<file path="src/rtl/sram_burst_ctrl.sv">
// Burst initiator for a 2048x64 single-port SRAM: streams writes or reads through a 2-entry read FIFO.
// Optional address wrap-around is enabled by defining SRAM_BURST_WRAP_EN.
module sram_burst_ctrl #(
   parameter int NUM_WORD = 2048,
   parameter int ADDR_W   = 11,
   parameter int DATA_W   = 64,
   parameter int LEN_W    = 12
) (
   input  logic              CLK,
   input  logic              RSTN,
   input  logic              cmd_valid,
   output logic              cmd_ready,
   input  logic              cmd_write,
   input  logic [ADDR_W-1:0] cmd_addr,
   input  logic [LEN_W-1:0]  cmd_len,
   input  logic              wr_valid,
   output logic              wr_ready,
   input  logic [DATA_W-1:0] wr_data,
   output logic              rd_valid,
   input  logic              rd_ready,
   output logic [DATA_W-1:0] rd_data,
   output logic              busy,
   output logic              done,
   output logic              err,
   output logic              CEB,
   output logic              WEB,
   output logic [ADDR_W-1:0] A,
   output logic [DATA_W-1:0] D,
   input  logic [DATA_W-1:0] Q
);

   typedef enum logic [1:0] {S_IDLE, S_WRITE, S_READ, S_DRAIN} state_t;

   state_t            state;
   logic [ADDR_W-1:0] ptr;
   logic [ADDR_W-1:0] a_hold;
   logic [DATA_W-1:0] d_hold;
   logic [LEN_W-1:0]  remain;
   logic              inflight;
   logic [DATA_W-1:0] fifo_mem [2];
   logic              fifo_wp;
   logic              fifo_rp;
   logic [1:0]        fifo_cnt;
   logic [2:0]        occ;
   logic              wr_fire;
   logic              rd_pop;
   logic              rd_issue;
   logic              access;
   logic              cmd_fire;
   logic              last_word;
   logic              range_bad;

`ifdef SRAM_BURST_WRAP_EN
   assign range_bad = 1'b0;
`else
   logic [LEN_W:0] end_sum;
   assign end_sum   = (LEN_W+1)'(cmd_addr) + (LEN_W+1)'(cmd_len);
   assign range_bad = end_sum > (LEN_W+1)'(NUM_WORD);
`endif

   // Access strobes are gated by RSTN so the macro is never touched while reset is asserted.
   assign cmd_fire  = cmd_valid && cmd_ready;
   assign wr_fire   = RSTN && wr_ready && wr_valid;
   assign rd_pop    = rd_valid && rd_ready;
   assign occ       = 3'(fifo_cnt) + 3'(inflight) - 3'(rd_pop);
   assign rd_issue  = RSTN && (state == S_READ) && (occ < 3'd2);
   assign access    = wr_fire || rd_issue;
   assign last_word = (remain == LEN_W'(1));

   assign CEB      = !access;
   assign WEB      = !wr_fire;
   assign A        = access ? ptr : a_hold;
   assign D        = wr_fire ? wr_data : d_hold;
   assign rd_valid = (fifo_cnt != 2'd0);
   assign rd_data  = fifo_mem[fifo_rp];
   assign busy     = (state != S_IDLE);

   always_ff @(posedge CLK) begin
      if (RSTN && inflight) begin
         fifo_mem[fifo_wp] <= Q;
      end
   end

   always_ff @(posedge CLK) begin
      if (!RSTN) begin
         state     <= S_IDLE;
         cmd_ready <= 1'b0;
         wr_ready  <= 1'b0;
         done      <= 1'b0;
         err       <= 1'b0;
         inflight  <= 1'b0;
         fifo_wp   <= 1'b0;
         fifo_rp   <= 1'b0;
         fifo_cnt  <= 2'd0;
         ptr       <= '0;
         remain    <= '0;
         a_hold    <= '0;
         d_hold    <= '0;
      end else begin
         done     <= 1'b0;
         err      <= 1'b0;
         inflight <= rd_issue;
         if (access) a_hold <= ptr;
         if (wr_fire) d_hold <= wr_data;
         if (inflight) fifo_wp <= !fifo_wp;
         if (rd_pop) fifo_rp <= !fifo_rp;
         fifo_cnt <= fifo_cnt + 2'(inflight) - 2'(rd_pop);

         case (state)
            S_IDLE: begin
               cmd_ready <= 1'b1;
               if (cmd_fire) begin
                  ptr    <= cmd_addr;
                  remain <= cmd_len;
                  if (range_bad) begin
                     err <= 1'b1;
                  end else if (cmd_len == '0) begin
                     done <= 1'b1;
                  end else if (cmd_write) begin
                     state     <= S_WRITE;
                     wr_ready  <= 1'b1;
                     cmd_ready <= 1'b0;
                  end else begin
                     state     <= S_READ;
                     cmd_ready <= 1'b0;
                  end
               end
            end
            S_WRITE: begin
               if (wr_fire) begin
                  ptr    <= ptr + ADDR_W'(1);
                  remain <= remain - LEN_W'(1);
                  if (last_word) begin
                     state     <= S_IDLE;
                     wr_ready  <= 1'b0;
                     cmd_ready <= 1'b1;
                     done      <= 1'b1;
                  end
               end
            end
            S_READ: begin
               if (rd_issue) begin
                  ptr    <= ptr + ADDR_W'(1);
                  remain <= remain - LEN_W'(1);
                  if (last_word) state <= S_DRAIN;
               end
            end
            S_DRAIN: begin
               // Leave once nothing is in flight and the final word is being handed over.
               if (!inflight && (fifo_cnt == 2'(rd_pop))) begin
                  state     <= S_IDLE;
                  cmd_ready <= 1'b1;
                  done      <= 1'b1;
               end
            end
            default: state <= S_IDLE;
         endcase
      end
   end

endmodule

</file>
<file path="config.mk">
export PLATFORM = sky130hd
export DESIGN_NAME = sram_burst_ctrl
export DESIGN_NICKNAME = d
export VERILOG_FILES = /design/src/rtl/sram_burst_ctrl.sv
export SDC_FILE = /design/constraint.sdc
export NUM_CORES = 1
export LEC_CHECK = 0
export ABC_AREA = 1
export ABC_CLOCK_PERIOD_IN_PS = 13700
export CORE_MARGIN = 2
export CORE_UTILIZATION = 45
export DETAILED_ROUTE_END_ITERATION = 8
export GPL_TIMING_DRIVEN = 0
export PLACE_DENSITY_LB_ADDON = 0.12
export SETUP_SLACK_MARGIN = 0.5
export SLEW_MARGIN = 10
export SYNTH_ARGS = -nofsm -noshare
export SYNTH_HDL_FRONTEND = slang
export SYNTH_SLANG_ARGS = --single-unit
</file>
<file path="constraint.sdc">
create_clock -name CLK -period 13.7 [get_ports CLK]
set_input_delay 4.11 -clock CLK [delete_from_list [all_inputs] [get_ports CLK]]
set_output_delay 4.11 -clock CLK [all_outputs]
set_load 0.02 [all_outputs]
</file>
* Yosys cells after proc, flatten, opt, wreduce, memory -nomap -nowiden
Memory sizes are Yosys's and may differ from the RTL's. A register that Yosys moved wholly into a read port is not among the register bits.
Index checks and enable logic that the tools add are counted.
** Storage, ports and cells
- Register bits :: 109
- Bits in writable memories :: 128
- Input bits :: 157
- Output and inout port bits :: 147
- Logic and storage cells :: 108
- Memories kept :: 1
** Memories
- fifo_mem :: depth 2, width 64, rd ports 1, clocked after Yosys merged registers in 1, write ports 1, line 40 : logic [DATA_W-1:0] fifo_mem [2];
** Cells by class
- Add/subtract/negate cells :: 7
- Order comparisons :: 2
- Equal/unequal tests :: 14
- Mux-type cells :: 45
- Reductions and logical operators :: 26
** Operators with widths (number)
- $mux 64 :: 1
- $mux 11 :: 4
- $mux 12 :: 3
- $pmux 12 s3 :: 1
- $pmux 11 s3 :: 1
- $mux 1 :: 22
- $mux 2 :: 9
- $ne 2x2->1 const B :: 9
- $add 11x12->13 :: 1
- $gt 13x12->1 const B :: 1
- $eq 12x1->1 const B :: 1
- $logic_not 12->1 :: 1
- $sub 12x1->12 const B :: 1
- $add 11x1->11 const B :: 1
- $logic_and 1x1->1 :: 8
- $pmux 2 s4 :: 1
- $reduce_and 4->1 :: 2
- $reduce_and 8->1 :: 1
- $reduce_and 7->1 :: 1
- $pmux 1 s3 :: 2
- $reduce_bool 2->1 :: 3
- $reduce_bool 3->1 :: 2
- $logic_not 1->1 :: 5
- $eq 2x2->1 const B :: 2
- other kinds (11) :: 11

* Longest topological paths before layout
- Depth after elaboration :: 7
- Mapped depth :: 18
- Mapped depth without buffers :: 17

* Worst setup path before layout
No wires, ideal clock.
- Path type :: input port to output port
- From :: in rd_ready
- To :: out A[0]
- Arrival :: 6.316 ns
- Path slack :: 3.274 ns
- Cell stages on the path :: 15
- Path buffers :: 1
- Cells stage by stage :: nand2_1 > inv_1 > ha_1 > inv_1 > ha_1 > inv_1 > fa_1 > xnor2_1 > nand4_1 > inv_1 > nor2_1 > inv_1 > clkbuf_1 > o21ai_0 > inv_1
** Between the ends
- Cells in the longest elaborated chain, start to end :: 6
** RTL lines
- start, declared :: line 20 : input logic rd_ready,
- $logic_and 1x1->1 :: line 64 : assign rd_pop = rd_valid && rd_ready;
- via rd_pop :: line 46 : logic rd_pop;
- $sub 3x1->3 :: line 65 : assign occ = 3'(fifo_cnt) + 3'(inflight) - 3'(rd_pop);
- $lt 3x2->1 :: line 66 : assign rd_issue = RSTN && (state == S_READ) && (occ < 3'd2);
- $logic_and 1x1->1 :: line 66
- $logic_or 1x1->1 :: line 67 : assign access = wr_fire || rd_issue;
- $mux 11
- end, declared :: line 27 : output logic [ADDR_W-1:0] A,
The timed path passes the listed nets, and every way through them passes these cells.

* Worst setup path in the final report
- From :: in rd_ready
- To :: out A[9]
Same word-level chain as after synthesis.

==> metrics.txt <==
outcome complete, no violations; Rows 57; Final Max Slew Viols 0; CP Launch Type primary input; worst hold path class flip-flop to flip-flop; Main synth FF type edfxtp_1; RSZ-0062 raised after global routing false; TritonCTS clock tree yes; Hold Fails Final Rpt 0; clk sink count 238; Yosys reg bits 238; # fillers 2045; maximum clock frequency 0.0868 GHz; Clock Path Buffers 3; full die area 25800 sq um; Async SR Flop Fraction 0%; Slew @ Worst Pin 714 ps; worst path arrival time 7410 ps; placed inst area 14600 sq um; r2r setup slk 10680 ps; library cells used by synthesis 43; Slew HR 52.1%; cell count after synthesis 1146; Root Buffer clkbuf_16; area of the multi-input gates 3950 sq um; cell with the most instances after synthesis inv_1; TritonCTS Buffers 26; GP Congestion 0.876; Setup WS post-layout 2180 ps; Leak Pwr 6.36 nW; design area 15400 sq um; Die Width 161 um; Post-synth EDFFs 128; Place WS 2110 ps; Power Total 2.29 mW; final-stage net count 1666; setup_tns 0 ps; average wire per standard cell 15.6 um; post-DR vias/cell 4.86; Post-Syn Area 11100 sq um; Hold Buf Count CTS 0; Total GRT Usage 21.3%; top cells by count, synth inv_1, nand2_1, edfxtp_1, dfxtp_1, a21oi_1; Max IR drop VDD 0.0756 mV; Max Cap Viol 0; pwr dens 148 nW/um^2; Yosys top cell by area edfxtp_1; CTS resizes 0; crit path time final 11520 ps; mean post-synth cell area 9.65 sq um; WHS 444 ps; largest net degree at the start of global routing 27; kind of critical path primary input to output pin; initial drt markers 495; ratio of cells with drive above 1 in the final layout 15.2%; # IOs 304; FF/Latch Area 6050 sq um; Buffers on Ports 303; Via Count 8899; crit end category output pin; share of Yosys cell area claimed by the top area cell type 34.8%; CORE AREA 24200 sq um; CTS H-tree lvls 1; GRT overflow 0; clk_skew 7.80 ps; initial antenna violation count 2; area delta synth->final 39.5%; post-DP HPWL 21200 um; starting density of the core 45.6%; Post-CTS Setup Bufs 0; remaining routing DRC violations 0; clk slew on worst S/H paths 60 ps; Syn. warnings 0; Syn Nets 1326; first-pass detailed-route iteration total 6; post-placement cell count 1782; Die H 161 um; Final setup violation count 0; global-route wire length before repair 44000 um; sequential area share after synthesis 54.7%; worst path required time 9590 ps; Finished Layout Cells 1831; routed wire length 28500 um; Final Util 63.6%; vias in the first global route 8588; Critical Path Fanout Max 10; period utilisation layout 84.1%; worst skew pair latency 530 ps; synth top area cells edfxtp_1, dfxtp_1, inv_1; antenna-violating nets left 0
## cell type report
cell class / instances / share of cell area, %
diodes: 1 / 0.0162
plain buffers: 51 / 1.59
clock buffers: 32 / 4.56
clock inverters: 16 / 0.722
inverters: 220 / 5.35
multi-input cells: 637 / 25.6
flip-flops and latches: 238 / 39.2
well taps: 324 / 2.63
repair buffers: 312 / 20.3
## power breakdown
part | leakage [nW] | internal [mW] | switching (mW)
sequential | 2.04 | 0.817 | 0.0291
combinational | 3.91 | 0.349 | 0.430
clock | 0.405 | 0.382 | 0.278
## metal layers
| metal | vias up | global-route usage, % | part of all wire (%) |
|---|---|---|---|
| met3 | 48 | 6.48 | 8.8 |
| met5 | - | 0 | 0 |
| li1 | 4511 | - | - |
| met1 | 4046 | 26.3 | 42 |
| met2 | 294 | 36.1 | 47 |
| met4 | 0 | 6.33 | 2.5 |
## sequential cells by signal, indices dropped and copies added (netlist names), 2 cells and up, named ones only
| signal | flops |
|---|---|
| a_hold | 11 |
| d_hold | 64 |
| ptr | 11 |
| fifo_cnt | 2 |
| remain | 12 |
| state | 2 |
| fifo_mem | 128 |
## worst paths after layout
kind / from / to / cells past startpoint
max: rd_ready / A[9] / 17
min reg2reg: fifo_rp$_SDFFE_PN0P_ / flip-flop / 1
min: fifo_rp$_SDFFE_PN0P_ / flip-flop / 1
max reg2reg: fifo_cnt[1]$_SDFF_PN0_ / a_hold[0]$_SDFF_PN0_ / 17
## critical path, stage by stage
cell and delay (ps):
clkdlybuf4s50_1 450, nand2_1 50, inv_1 100, ha_1 270, inv_1 70, ha_1 130, inv_1 50, fa_1 380
xnor2_1 150, nand4_1 100, inv_1 70, nor2_1 250, inv_1 110, clkbuf_1 200, o21ai_0 280, inv_1 100
clkdlybuf4s50_1 550
## logic make-up after synthesis
kind of cell / share of synthesized area, %
buffers and inverters: 9.69
DFF: 54.7
adders and majority gates: 2.74
muxes: 6.52
xor gates and xnor gates: 0.317
AOI/OAI and AO/OA: 12.5
and+or+nand+nor: 13.5
## placed cells by master, fill, tap and decap left out, types with 7 or more instances in the layout
master and instances:
dfxtp_1 110, a211oi_1 64, nand3_1 34, mux2_2 64
clkbuf_1 25, edfxtp_1 128, buf_4 7, o21ai_0 38
nor2_1 60, clkdlybuf4s50_1 303, nand2_1 134, clkbuf_16 26
a21oi_1 97, inv_1 214, clkinv_1 8, nand4_1 8
or2_2 66, buf_2 25, ha_1 21
Note: power is estimated with default switching activity, not from simulation.
